File: src/rtl/trap_sequencer.sv
// Trap/return sequencer: saves EPC and cause, vectors on syscall or interrupt, and handles ERET.
// Optional macro TRAP_VECTORED_EN gives each interrupt line its own vector slot.
module trap_sequencer #(
    parameter int unsigned N_IRQ    = 4,
    parameter logic [31:0] VEC_BASE = 32'h0000_0004
) (
    input  logic             clk,
    input  logic             rst,
    input  logic             boundary,
    input  logic [N_IRQ-1:0] irq,
    input  logic [N_IRQ-1:0] irq_mask,
    input  logic             ie,
    input  logic             syscall_req,
    input  logic             eret_req,
    input  logic [31:0]      pc_cur,
    input  logic [31:0]      epc_in,
    output logic             c0_write,
    output logic [1:0]       c0_dst,
    output logic [31:0]      c0_wdata,
    output logic             pc_write,
    output logic [31:0]      pc_next,
    output logic             ie_clr,
    output logic             ie_set,
    output logic [N_IRQ-1:0] irq_ack,
    output logic             busy
);

    localparam logic [2:0] S_IDLE       = 3'd0;
    localparam logic [2:0] S_SAVE_EPC   = 3'd1;
    localparam logic [2:0] S_SAVE_CAUSE = 3'd2;
    localparam logic [2:0] S_VECTOR     = 3'd3;
    localparam logic [2:0] S_ERET_RD    = 3'd4;
    localparam logic [2:0] S_ERET_JMP   = 3'd5;

    logic [2:0]       state_q, state_d;
    logic [N_IRQ-1:0] pend_q, pend_d;
    logic [2:0]       idx_q, idx_d;
    logic [31:0]      cause_q, cause_d;
    logic [N_IRQ-1:0] pend_en;
    logic [2:0]       low_idx;
    logic             irq_take;
    logic [31:0]      vec_addr;

    // Scan high to low so the lowest enabled pending line is written last.
    always_comb begin
        pend_en = pend_q & irq_mask;
        low_idx = '0;
        for (int unsigned i = 0; i < N_IRQ; i++) begin
            if (pend_en[N_IRQ-1-i]) low_idx = 3'(N_IRQ-1-i);
        end
        irq_take = ie & (|pend_en);
    end

    always_comb begin
        state_d = state_q;
        idx_d   = idx_q;
        cause_d = cause_q;
        pend_d  = (pend_q & ~irq_ack) | irq;
        case (state_q)
            S_IDLE: begin
                if (boundary) begin
                    if (eret_req) begin
                        state_d = S_ERET_RD;
                    end else if (syscall_req) begin
                        state_d = S_SAVE_EPC;
                        cause_d = 32'h0000_0020;
                    end else if (irq_take) begin
                        state_d = S_SAVE_EPC;
                        idx_d   = low_idx;
                        cause_d = {1'b1, 24'b0, 2'b00, low_idx, 2'b00};
                    end
                end
            end
            S_SAVE_EPC:   state_d = S_SAVE_CAUSE;
            S_SAVE_CAUSE: state_d = S_VECTOR;
            S_VECTOR:     state_d = S_IDLE;
            S_ERET_RD:    state_d = S_ERET_JMP;
            S_ERET_JMP:   state_d = S_IDLE;
            default:      state_d = S_IDLE;
        endcase
    end

    always_comb begin
`ifdef TRAP_VECTORED_EN
        vec_addr = cause_q[31] ? VEC_BASE + (({29'd0, idx_q} + 32'd1) << 3) : VEC_BASE;
`else
        vec_addr = VEC_BASE;
`endif
    end

    always_comb begin
        c0_write = 1'b0;
        c0_dst   = 2'b00;
        c0_wdata = '0;
        pc_write = 1'b0;
        pc_next  = '0;
        ie_clr   = 1'b0;
        ie_set   = 1'b0;
        irq_ack  = '0;
        case (state_q)
            S_SAVE_EPC: begin
                c0_write = 1'b1;
                c0_dst   = 2'b10;
                c0_wdata = pc_cur;
                ie_clr   = 1'b1;
            end
            S_SAVE_CAUSE: begin
                c0_write = 1'b1;
                c0_dst   = 2'b01;
                c0_wdata = cause_q;
            end
            S_VECTOR: begin
                pc_write = 1'b1;
                pc_next  = vec_addr;
                if (cause_q[31]) irq_ack = N_IRQ'(1) << idx_q;
            end
            S_ERET_RD: c0_dst = 2'b10;
            S_ERET_JMP: begin
                pc_write = 1'b1;
                pc_next  = epc_in;
                ie_set   = 1'b1;
            end
            default: ;
        endcase
    end

    assign busy = (state_q != S_IDLE);

    always_ff @(posedge clk or posedge rst) begin
        if (rst) begin
            state_q <= S_IDLE;
            pend_q  <= '0;
            idx_q   <= '0;
            cause_q <= '0;
        end else begin
            state_q <= state_d;
            pend_q  <= pend_d;
            idx_q   <= idx_d;
            cause_q <= cause_d;
        end
    end

endmodule

File: config.mk
export PLATFORM = sky130hd
export DESIGN_NAME = trap_sequencer
export DESIGN_NICKNAME = d
export VERILOG_FILES = /design/src/rtl/trap_sequencer.sv
export SDC_FILE = /design/constraint.sdc
export NUM_CORES = 1
export LEC_CHECK = 0
export CORE_UTILIZATION = 26
export DETAILED_ROUTE_END_ITERATION = 8
export PLACE_DENSITY = 0.85
export SLEW_MARGIN = 20
export SYNTH_ARGS = -nofsm -noshare
export SYNTH_HDL_FRONTEND = slang
export SYNTH_SLANG_ARGS = --single-unit
export TNS_END_PERCENT = 20
File: constraint.sdc
create_clock -name clk -period 2.3 [get_ports clk]
set_input_delay 0.345 -clock clk [delete_from_list [all_inputs] [get_ports clk]]
set_output_delay 0.345 -clock clk [all_outputs]
set_load 0.02 [all_outputs]
# Word-level counts from Yosys, hierarchy flattened
# Index checks and enable logic that the tools add are counted.
dict set report totals {
  ff_bits 42
  latch_bits 0
  ram_bits 0
  romBits 0
  input_bits 78
  memories 0
}
dict set report classes {
  addsub 0
  mul 0
  div 0
  magnitude_cmp 0
  eq_ne 7
  n_shift 1
  n_mux 20
  bitwise_logic 7
  n_reduce_logical 10
}
# operator n
set op_table {}
lappend op_table {{32-bit one-hot mux with 2 select lines} 2}
lappend op_table {{32-bit two-way mux} 2}
lappend op_table {{3-bit two-way mux} 7}
lappend op_table {{3-bit one-hot mux with 4 select lines} 1}
lappend op_table {{4-bit bitwise AND} 2}
lappend op_table {{4-bit two-way mux} 2}
lappend op_table {{3-bit by 2-bit equality test with 1-bit output, second input constant} 2}
lappend op_table {{3-bit equality test, second input constant} 2}
lappend op_table {{2-bit OR reduction} 3}
lappend op_table {{5-bit AND reduction} 1}
lappend op_table {{1-bit two-way mux} 4}
lappend op_table {{4-bit inequality test, second input constant} 1}
lappend op_table {{4-bit NOT} 1}
lappend op_table {{4-bit bitwise OR} 1}
lappend op_table {{2-bit one-hot mux with 2 select lines} 1}
lappend op_table {{4-bit AND reduction} 1}
lappend op_table {{4-bit OR reduction} 1}
lappend op_table {{1-bit by 3-bit left shift with 4-bit output, first input constant} 1}
lappend op_table {{3-bit by 1-bit equality test with 1-bit output, second input constant} 1}
lappend op_table {{3-bit logical NOT} 1}
lappend op_table {{3-bit nonzero test} 1}
lappend op_table {{2-bit two-way mux} 1}
lappend op_table {{2-bit inequality test, second input constant} 1}
lappend op_table {{1-bit NOT} 2}
lappend op_table {{3 further kinds} 3}

# Logic depth before layout (Yosys ltp)
# Gate-level depths: netlist of the first run.
dict set report logic_depth {
  depth_word 8
  ltp_mapped 6
  ltp_nobuf 4
}

# Least setup slack after synthesis of the first run
# Ideal clock, no wire load.
dict set report synth_timing {
  path_kind {register to output}
  start {register state_q[1]}
  end {output c0_wdata[15]}
  arrival_time_ps 1655
  required_time_ps 1955
  setup_slack_ps 300
  stages_incl_launch_ff 5
  path_buffers 2
  path_cell_list {dfrtp_1 buf_6 nor3b_1 clkbuf_1 and2_1}
}
dict set report synth_via {
  elab_chain_cells 2
  elab_cells_between_ends 3
}
# item line_no
set synth_lines {}
lappend synth_lines {{start: declaration} 35} ;# logic [2:0] state_q, state_d;
lappend synth_lines {{start signal: assignment} 136} ;# state_q <= state_d;
lappend synth_lines {{3-bit by 2-bit equality test with 1-bit output / 3-bit by 1-bit equality test with 1-bit output (equally long branches)} 100} ;# case (state_q)
lappend synth_lines {{32-bit one-hot mux with 2 select lines (*)} 100}
lappend synth_lines {{end: declaration} 19} ;# output logic [31:0] c0_wdata,
# Every way passes the cells marked *; elsewhere a longest branch is shown, timed or not.

# Worst setup path in the final report of the first run
dict set report layout_timing {
  start {register state_q[1]}
  end {output c0_wdata[3]}
}
# Same word-level chain as after synthesis.

==> results of run 1 <==
-- cells by family (layout without fill, tap and decap cells) --
logic type,count (synthesis),after routing
AO/OA/AOI/OAI,27,27
XOR/XNOR,1,1
buffers and inverters,22,169
flip-flops,13,13
multiplexers,1,1
AND/OR/NAND/NOR,91,91
-- layout make-up --
cell class | instances | area [um^2] | area share, %
sequential | 13 | 328 | 11.3
clock buffer | 4 | 45.0 | 1.56
timing repair buffer | 157 | 1630 | 56.2
tap | 52 | 65.1 | 2.25
inverter | 8 | 30.0 | 1.04
multi-input combinational | 120 | 802 | 27.7
-- power by group through the flow --
| stage | clock (mW) | sequential, mW | combinational [mW] |
|---|---|---|---|
| 2_1_floorplan | 0 | 0.346 | 0.985 |
| 3_3_place_gp | 0 | 0.386 | 1.73 |
| 3_5_place_dp | 0 | 0.393 | 1.75 |
| 4_1_cts | 0.212 | 0.393 | 1.75 |
| 5_1_grt | 0.225 | 0.406 | 1.85 |
| 6_report | 0.208 | 0.393 | 1.73 |
-- final timing paths --
path | from | endpoint | slack (ns) | cells after the start
worst max-delay path | state_q[1] | c0_wdata[3] | 0.03 | 4
worst min-delay path | rst | pend_q[2] | 0.43 | 2
worst max register to register | state_q[0] | cause_q[2] | 0.59 | 5
worst min register to register | pend_q[2] | pend_q[2] | 0.51 | 1
max in group asynchronous | rst | state_q[2] | 1.50 | 2
min in group clk | pend_q[2] | pend_q[2] | 0.51 | 1
-- layer usage --
layer / wire, um / part of all wire, % / track usage, % / vias to the layer above
met5: 0 / 0 / 0 / -
met4: 97 / 2.0 / 5.67 / 0
met3: 496 / 10 / 4.62 / 10
met2: 2450 / 50 / 34.1 / 88
met1: 1880 / 38 / 21.9 / 711
li1: - / - / - / 831
-- registers in the layout (all words and copies together) (netlist names) --
signal,cells
cause_q,4
pend_q,4
idx_q,2
state_q,3
-- cells in the final DEF (no fill, tap or decap), types with 2 or more instances in the layout --
| master | count |
|---|---|
| sky130_fd_sc_hd__a2111oi_0 | 2 |
| sky130_fd_sc_hd__a21oi_1 | 5 |
| sky130_fd_sc_hd__a22o_1 | 5 |
| sky130_fd_sc_hd__a22oi_1 | 2 |
| sky130_fd_sc_hd__and2_1 | 30 |
| sky130_fd_sc_hd__and3_1 | 31 |
| sky130_fd_sc_hd__buf_12 | 2 |
| sky130_fd_sc_hd__buf_4 | 3 |
| sky130_fd_sc_hd__clkbuf_8 | 3 |
| sky130_fd_sc_hd__clkdlybuf4s50_1 | 129 |
| sky130_fd_sc_hd__dfrtp_1 | 11 |
| sky130_fd_sc_hd__dfrtp_2 | 2 |
| sky130_fd_sc_hd__dlygate4sd2_1 | 4 |
| sky130_fd_sc_hd__dlymetal6s2s_1 | 19 |
| sky130_fd_sc_hd__inv_1 | 8 |
| sky130_fd_sc_hd__nand2_1 | 6 |
| sky130_fd_sc_hd__nand2b_1 | 2 |
| sky130_fd_sc_hd__nor2_1 | 5 |
| sky130_fd_sc_hd__nor2b_1 | 4 |
| sky130_fd_sc_hd__nor3_1 | 2 |
| sky130_fd_sc_hd__o21ai_0 | 3 |
| sky130_fd_sc_hd__o22ai_1 | 2 |
| sky130_fd_sc_hd__or2_2 | 2 |
-- stage by stage --
step	hold slack, ns	setup TNS, ns	std cells	utilization [%]	cell area [um^2]
after floorplan	0.222	0	155	-	1220
after global placement	0.493	0	350	63.1	2800
after detailed placement	0.496	0	350	63.1	2800
after CTS	0.446	0	354	64.1	2850
after global routing	0.473	-2.07	354	65.2	2900
final	0.426	0	354	65.2	2900
-- critical path, delay by kind of cell, from the launching register on --
family / cells / cell delay (ns)
buffers and inverters: 1 / 0.60
AO/OA/AOI/OAI: 1 / 0.17
flip-flops: 1 / 0.44
AND/OR/NAND/NOR: 2 / 0.47
==> qor.txt, run 1 <==
=====================================================================================
Critical path's largest stage delay ....................................      0.60 ns
Average instance area after synthesis ..................................    7.86 um^2
First-pass GRT wire length .............................................      7600 um
Slew of the pin with the lowest slew margin ............................     0.514 ns
Share of the clock period used by the worst path .......................        98.8%
Seq/Total Area, Yosys ..................................................        26.7%
Count of boundary I/O pins .............................................          153
Synth area leader ...................................................... sky130_fd_sc_hd__dfrtp_1
Area share of the leading cell type in the synthesized netlist .........        26.7%
Leak pwr ...............................................................      1.58 nW
Sequence of cells on the critical path ................................. nor2b_1, nor2b_2, a22o_1, clkdlybuf4s50_1
Residual antenna-violating net count after detailed routing ............            0
Via/cell ratio .........................................................         4.63
Max_cap viols ..........................................................            0
Clock tree from TritonCTS ..............................................         done
Total via count in the routed design ...................................         1640
Dominant combinational cell family by area after synthesis ............. simple AND/OR/NAND/NOR gates
Data required time at the worst endpoint ...............................      1.96 ns
Number of enable flip-flop cells after synthesis .......................            0
DRC violation count after routing ......................................           26
Final Hold Viols .......................................................            0
Clock Power Share ......................................................         8.9%
DIE WIDTH ..............................................................      70.5 um
GRT Overall Usage ......................................................        18.9%
CTS clock-pin slew for the worst setup and hold paths ..................      0.06 ns
Number of buffers on the longest clock path ............................            2
H-Tree Depth ...........................................................            1
Cells resized by post-CTS repair .......................................            7
Number of warnings printed during yosys synthesis ......................            0
#FFs+latches synth .....................................................           13
Antenna violations before repair .......................................            0
Peak ir drop on the vdd network ........................................       497 uV
Net switching component of the power ...................................      1.02 mW
Crit path setup slack, layout ..........................................    0.0268 ns
Count of routing violations after the opening detailed-route iteration .           93
Die Span Y .............................................................      70.5 um
Post-route minimum period ..............................................      2.27 ns
Crit path arrival time .................................................      1.93 ns
Startpoint Class .......................................................         flop
Worst setup slack after placement ......................................    0.0856 ns
Worst path slowest cell ................................................ sky130_fd_sc_hd__clkdlybuf4s50_1
Internal Power .........................................................      1.31 mW
XOR/XNOR Fraction of Synth Area ........................................       0.719%
Violations in the final reports ........................................          DRC
Average wire length per cell after detail routing ......................      13.9 um
Max-Slew Margin vs Limit ...............................................        65.7%
Area of the mapped netlist .............................................    1220 um^2
Worst hold path type ................................................... input port to asynchronous set/reset pin
Total die area .........................................................    4970 um^2
Setup repair after global routing missed its margin ....................          yes
Sequential fraction of design power ....................................        16.9%
Adder and majority gate portion of the synthesized area ................           0%
Total overflow reported by the global router ...........................            0
Placed wire-length estimate ............................................      3940 um
Net Count, Synth .......................................................          233
Area growth from synthesis to layout ...................................         138%
Compound-cell area share of the yosys netlist ..........................        16.7%
Leading register cell type out of synthesis ............................ sky130_fd_sc_hd__dfrtp_1
Rows ...................................................................           24
Post-CTS setup buffer count ............................................            0
Final weighted congestion in routability-driven placement ..............        0.813
Final count of pins violating max slew .................................            0
Leading cell types by count after synthesis ............................ 31 x sky130_fd_sc_hd__and3_1, 30 x sky130_fd_sc_hd__and2_1, 13 x sky130_fd_sc_hd__dfrtp_1
Number of buffers created by CTS .......................................            3
Port-buffer cells ......................................................          152
Maximum number of pins on one net before global-route repair ...........           36
Root Buffer Master ..................................................... sky130_fd_sc_hd__clkbuf_8
Layout cells sized above 1 .............................................        6.29%
Synthesized netlist cell count .........................................          155
Largest cells by area after synthesis .................................. sky130_fd_sc_hd__dfrtp_1 27%, sky130_fd_sc_hd__and3_1 16%, sky130_fd_sc_hd__and2_1 15%
Routed wire length .....................................................      4930 um
Critical path start-end classification ................................. flop to output port
Number of antenna repair diodes ........................................            0
Filler cells ...........................................................          386
Sinks on Clock Net .....................................................           13
Number of iterations in the first detailed-routing pass ................            6
Share of total power in combinational logic ............................        74.2%
Synth Area in Simple Gates .............................................        46.5%
Setup violations, final ................................................            0
Power per unit of standard cell area ...................................  803 nW/um^2
Setup clock skew after layout ..........................................   0.00360 ns
Leading cell type by number of instances after synthesis ............... sky130_fd_sc_hd__and3_1
FMAX ...................................................................      440 MHz
Maximum fanout along the worst path ....................................            9
Kind of end point of the critical path .................................  output port
Number of global-route vias before repair ..............................         1547
Portion of netlist area occupied by mux cells ..........................        1.23%
Run status ............................................................. finished with violations
Total chip power .......................................................      2.33 mW
Skew-Pair Late Insertion Delay .........................................      0.24 ns
Sw Share ...............................................................        43.9%
Post-synth cell types ..................................................           37
Post-cts hold buffer count .............................................            0
Core area ..............................................................    4440 um^2
Number of nets in the final layout .....................................          381
Effective utilization at floorplan .....................................        27.4%
Fraction of registers with async set or reset after synthesis ..........         100%
=====================================================================================
No activity file was read; power rests on OpenSTA's default activity.
==> inputs of run 2 (changes only) <==
--- a/config.mk
+++ b/config.mk
@@ -5,9 +5,11 @@
 export SDC_FILE = /design/constraint.sdc
 export NUM_CORES = 1
 export LEC_CHECK = 0
+export CAP_MARGIN = 20
 export CORE_UTILIZATION = 26
 export DETAILED_ROUTE_END_ITERATION = 8
 export PLACE_DENSITY = 0.85
+export RECOVER_POWER = 100
 export SLEW_MARGIN = 20
 export SYNTH_ARGS = -nofsm -noshare
 export SYNTH_HDL_FRONTEND = slang
==> run 2 against run 1 <==
Net effect:
- clock skew about the same
- highest routed layer unchanged
- the flow still finishes with violations (DRC)
- global-route usage did not move
- critical path type unchanged
- clock power about the same
==> qor.txt, run 2 (same netlist as run 1, synthesis figures left out) <==
=====================================================================================
Data required time at the worst endpoint ...............................      1.96 ns   about the same
Total overflow reported by the global router ...........................            0   unchanged
DIE WIDTH ..............................................................      70.5 um   unchanged
Number of iterations in the first detailed-routing pass ................            6   unchanged
Clock Power Share ......................................................         9.3%   +0.4 points
Power per unit of standard cell area ...................................  825 nW/um^2   +2.7%
Crit path setup slack, layout ..........................................    0.0231 ns   -0.00368 ns
Leading cell types in the layout, fill and taps excluded ............... 126 x sky130_fd_sc_hd__clkdlybuf4s50_1, 31 x sky130_fd_sc_hd__and3_1, 29 x sky130_fd_sc_hd__and2_1
Root Buffer Master ..................................................... sky130_fd_sc_hd__clkbuf_8
Maximum number of pins on one net before global-route repair ...........           36   unchanged
Die Span Y .............................................................      70.5 um   unchanged
Residual antenna-violating net count after detailed routing ............            0   unchanged
Run status ............................................................. finished with violations
Setup clock skew after layout ..........................................   0.00386 ns   +0.000258 ns
Final Hold Viols .......................................................            0   unchanged
Internal Power .........................................................      1.22 mW   -6.3%
Count of boundary I/O pins .............................................          153   unchanged
Startpoint Class .......................................................         flop
Share of the clock period used by the worst path .......................        99.0%   +0.16 points
Number of global-route vias before repair ..............................         1547   unchanged
Final cell count without fillers .......................................          354   unchanged
Destination of the critical timing path ................................  c0_wdata[3]
Peak ir drop on the vdd network ........................................       496 uV   -0.13%
End-of-flow core utilization ...........................................        60.9%   -4.3 points
Effective utilization at floorplan .....................................        27.4%   unchanged
Clock tree from TritonCTS ..............................................         done
DRC violation count after routing ......................................           26   unchanged
Max-Slew Margin vs Limit ...............................................        64.2%   -1.5 points
Count of routing violations after the opening detailed-route iteration .           93   unchanged
Setup repair after global routing missed its margin ....................          yes
Core area ..............................................................    4440 um^2   unchanged
Maximum fanout along the worst path ....................................            9   unchanged
Post-cts hold buffer count .............................................            0   unchanged
Sequential fraction of design power ....................................        17.6%   +0.7 points
Slack of the worst reg-to-reg path .....................................      0.32 ns   -0.27 ns
FMAX ...................................................................      439 MHz   -0.16%
Critical path start-end classification ................................. flop to output port
Placed wire-length estimate ............................................      3940 um   unchanged
Slew of the pin with the lowest slew margin ............................     0.535 ns   +0.0215 ns
GRT Overall Usage ......................................................        18.9%   unchanged
Routed wire length .....................................................      4980 um   +1.2%
R2r endpoint ...........................................................   cause_q[2]
Worst hold path type ................................................... flop to flop
Total via count in the routed design ...................................         1643   +0.18%
Post-CTS setup buffer count ............................................            0   unchanged
Area growth from synthesis to layout ...................................         122%
Max_cap viols ..........................................................            0   unchanged
Violations in the final reports ........................................          DRC
Rows ...................................................................           24   unchanged
First-pass GRT wire length .............................................      7600 um   unchanged
Kind of end point of the critical path .................................  output port
Final count of pins violating max slew .................................            0   unchanged
Via/cell ratio .........................................................         4.64   +0.18%
Leading cell type in the layout, fill and taps excluded ................ sky130_fd_sc_hd__clkdlybuf4s50_1
Final Instance Area ....................................................    2710 um^2   -6.6%
Number of antenna repair diodes ........................................            0   unchanged
Fin Hold WS ............................................................     0.506 ns   +0.0797 ns
Worst setup path startpoint ............................................   state_q[1]
Regs by FF count ....................................................... cause_q: 4 flops, pend_q: 4 flops, state_q: 3 flops
Layout cells sized above 1 .............................................        4.97%   -1.3 points
Sw Share ...............................................................        45.2%   +1.4 points
Net switching component of the power ...................................      1.01 mW   -1.1%
Setup violations, final ................................................            0   unchanged
Port-buffer cells ......................................................          152   unchanged
Count of cells along the worst register-to-register path ...............            5   unchanged
Share of total power in combinational logic ............................        73.1%   -1.1 points
Final weighted congestion in routability-driven placement ..............        0.813   unchanged
Number of buffers created by CTS .......................................            3   unchanged
Total die area .........................................................    4970 um^2   unchanged
Reg2Reg Launch Point ...................................................   state_q[0]
Post-route minimum period ..............................................      2.28 ns   +0.00368 ns
Worst setup slack after placement ......................................    0.0856 ns   unchanged
Crit path arrival time .................................................      1.93 ns   about the same
CTS clock-pin slew for the worst setup and hold paths ..................      0.06 ns   about the same
H-Tree Depth ...........................................................            1   unchanged
Number of nets in the final layout .....................................          381   unchanged
Antenna violations before repair .......................................            0   unchanged
Number of buffers on the longest clock path ............................            2   unchanged
Leak pwr ...............................................................      1.21 nW   -23%
Average wire length per cell after detail routing ......................      14.1 um   +1.2%
Skew-Pair Late Insertion Delay .........................................      0.25 ns   about the same
Sinks on Clock Net .....................................................           13   unchanged
Total placed cells including tap cells .................................          350   unchanged
Placed Instance Area ...................................................    2800 um^2   unchanged
=====================================================================================
run 2: per-stage QoR:
stage / setup TNS (ns) / total power [mW]
2_1_floorplan: 0 / 1.33
3_3_place_gp: 0 / 2.12
3_5_place_dp: 0 / 2.14
4_1_cts: 0 / 2.36
5_1_grt: -2.07 / 2.39
6_report: 0 / 2.23
run 2: repair_timing:
item / in CTS / in global routing
hold endpoints to repair: 0 / 0
gates resized for setup: 7 / 19
pin swaps: 0 / 0
setup endpoints to repair: 52 / 66
run 2: worst min path at each step:
| stage | from | to | slack [ns] | cells past startpoint |
|---|---|---|---|---|
| 2_1_floorplan | rst | cause_q[2] | 0.22 | 1 |
| 3_3_place_gp | pend_q[2] | pend_q[2] | 0.49 | 1 |
| 3_5_place_dp | pend_q[2] | pend_q[2] | 0.50 | 1 |
| 4_1_cts | rst | pend_q[3] | 0.45 | 2 |
| 5_1_grt | pend_q[2] | pend_q[2] | 0.53 | 1 |
| 6_report | pend_q[2] | pend_q[2] | 0.51 | 1 |
run 2: power by group through the flow:
stage / Clock [mW] / Sequential, mW / Combinational (mW)
floorplan: 0 / 0.346 / 0.985
global placement: 0 / 0.386 / 1.73
detailed placement: 0 / 0.393 / 1.75
CTS: 0.212 / 0.393 / 1.75
global route: 0.225 / 0.405 / 1.76
finish: 0.209 / 0.393 / 1.63
run 2: critical path: stages, from the launching register on:
cell                              delay, ns
sky130_fd_sc_hd__dfrtp_2               0.44
sky130_fd_sc_hd__nor2b_1               0.18
sky130_fd_sc_hd__nor2b_2               0.29
sky130_fd_sc_hd__a22o_1                0.17
sky130_fd_sc_hd__clkdlybuf4s50_1       0.60
run 2: cell type report:
cell class	count	area, um^2
Fill cell	416	1740
Timing Repair Buffer	157	1470
Multi-Input combinational cell	120	773
Sequential cell	13	328
Tap cell	52	65.1
Clock buffer	4	45.0
Inverter	8	30.0
run 2: metal layers:
layer,part of all wire [%],vias up,global-route usage [%]
met4,1.9,0,5.67
met1,39,713,21.9
met5,0,-,0
li1,-,831,-
met2,49,89,34.1
met3,10,10,4.62
==> inputs of run 3 (changes only) <==
--- a/config.mk
+++ b/config.mk
@@ -7,6 +7,7 @@
 export LEC_CHECK = 0
 export CAP_MARGIN = 20
 export CORE_UTILIZATION = 26
+export CTS_CLUSTER_DIAMETER = 100
 export DETAILED_ROUTE_END_ITERATION = 8
 export PLACE_DENSITY = 0.85
 export RECOVER_POWER = 100
==> results of run 3 <==
The final DEF is identical to that of run 2; final timing and power are the same.
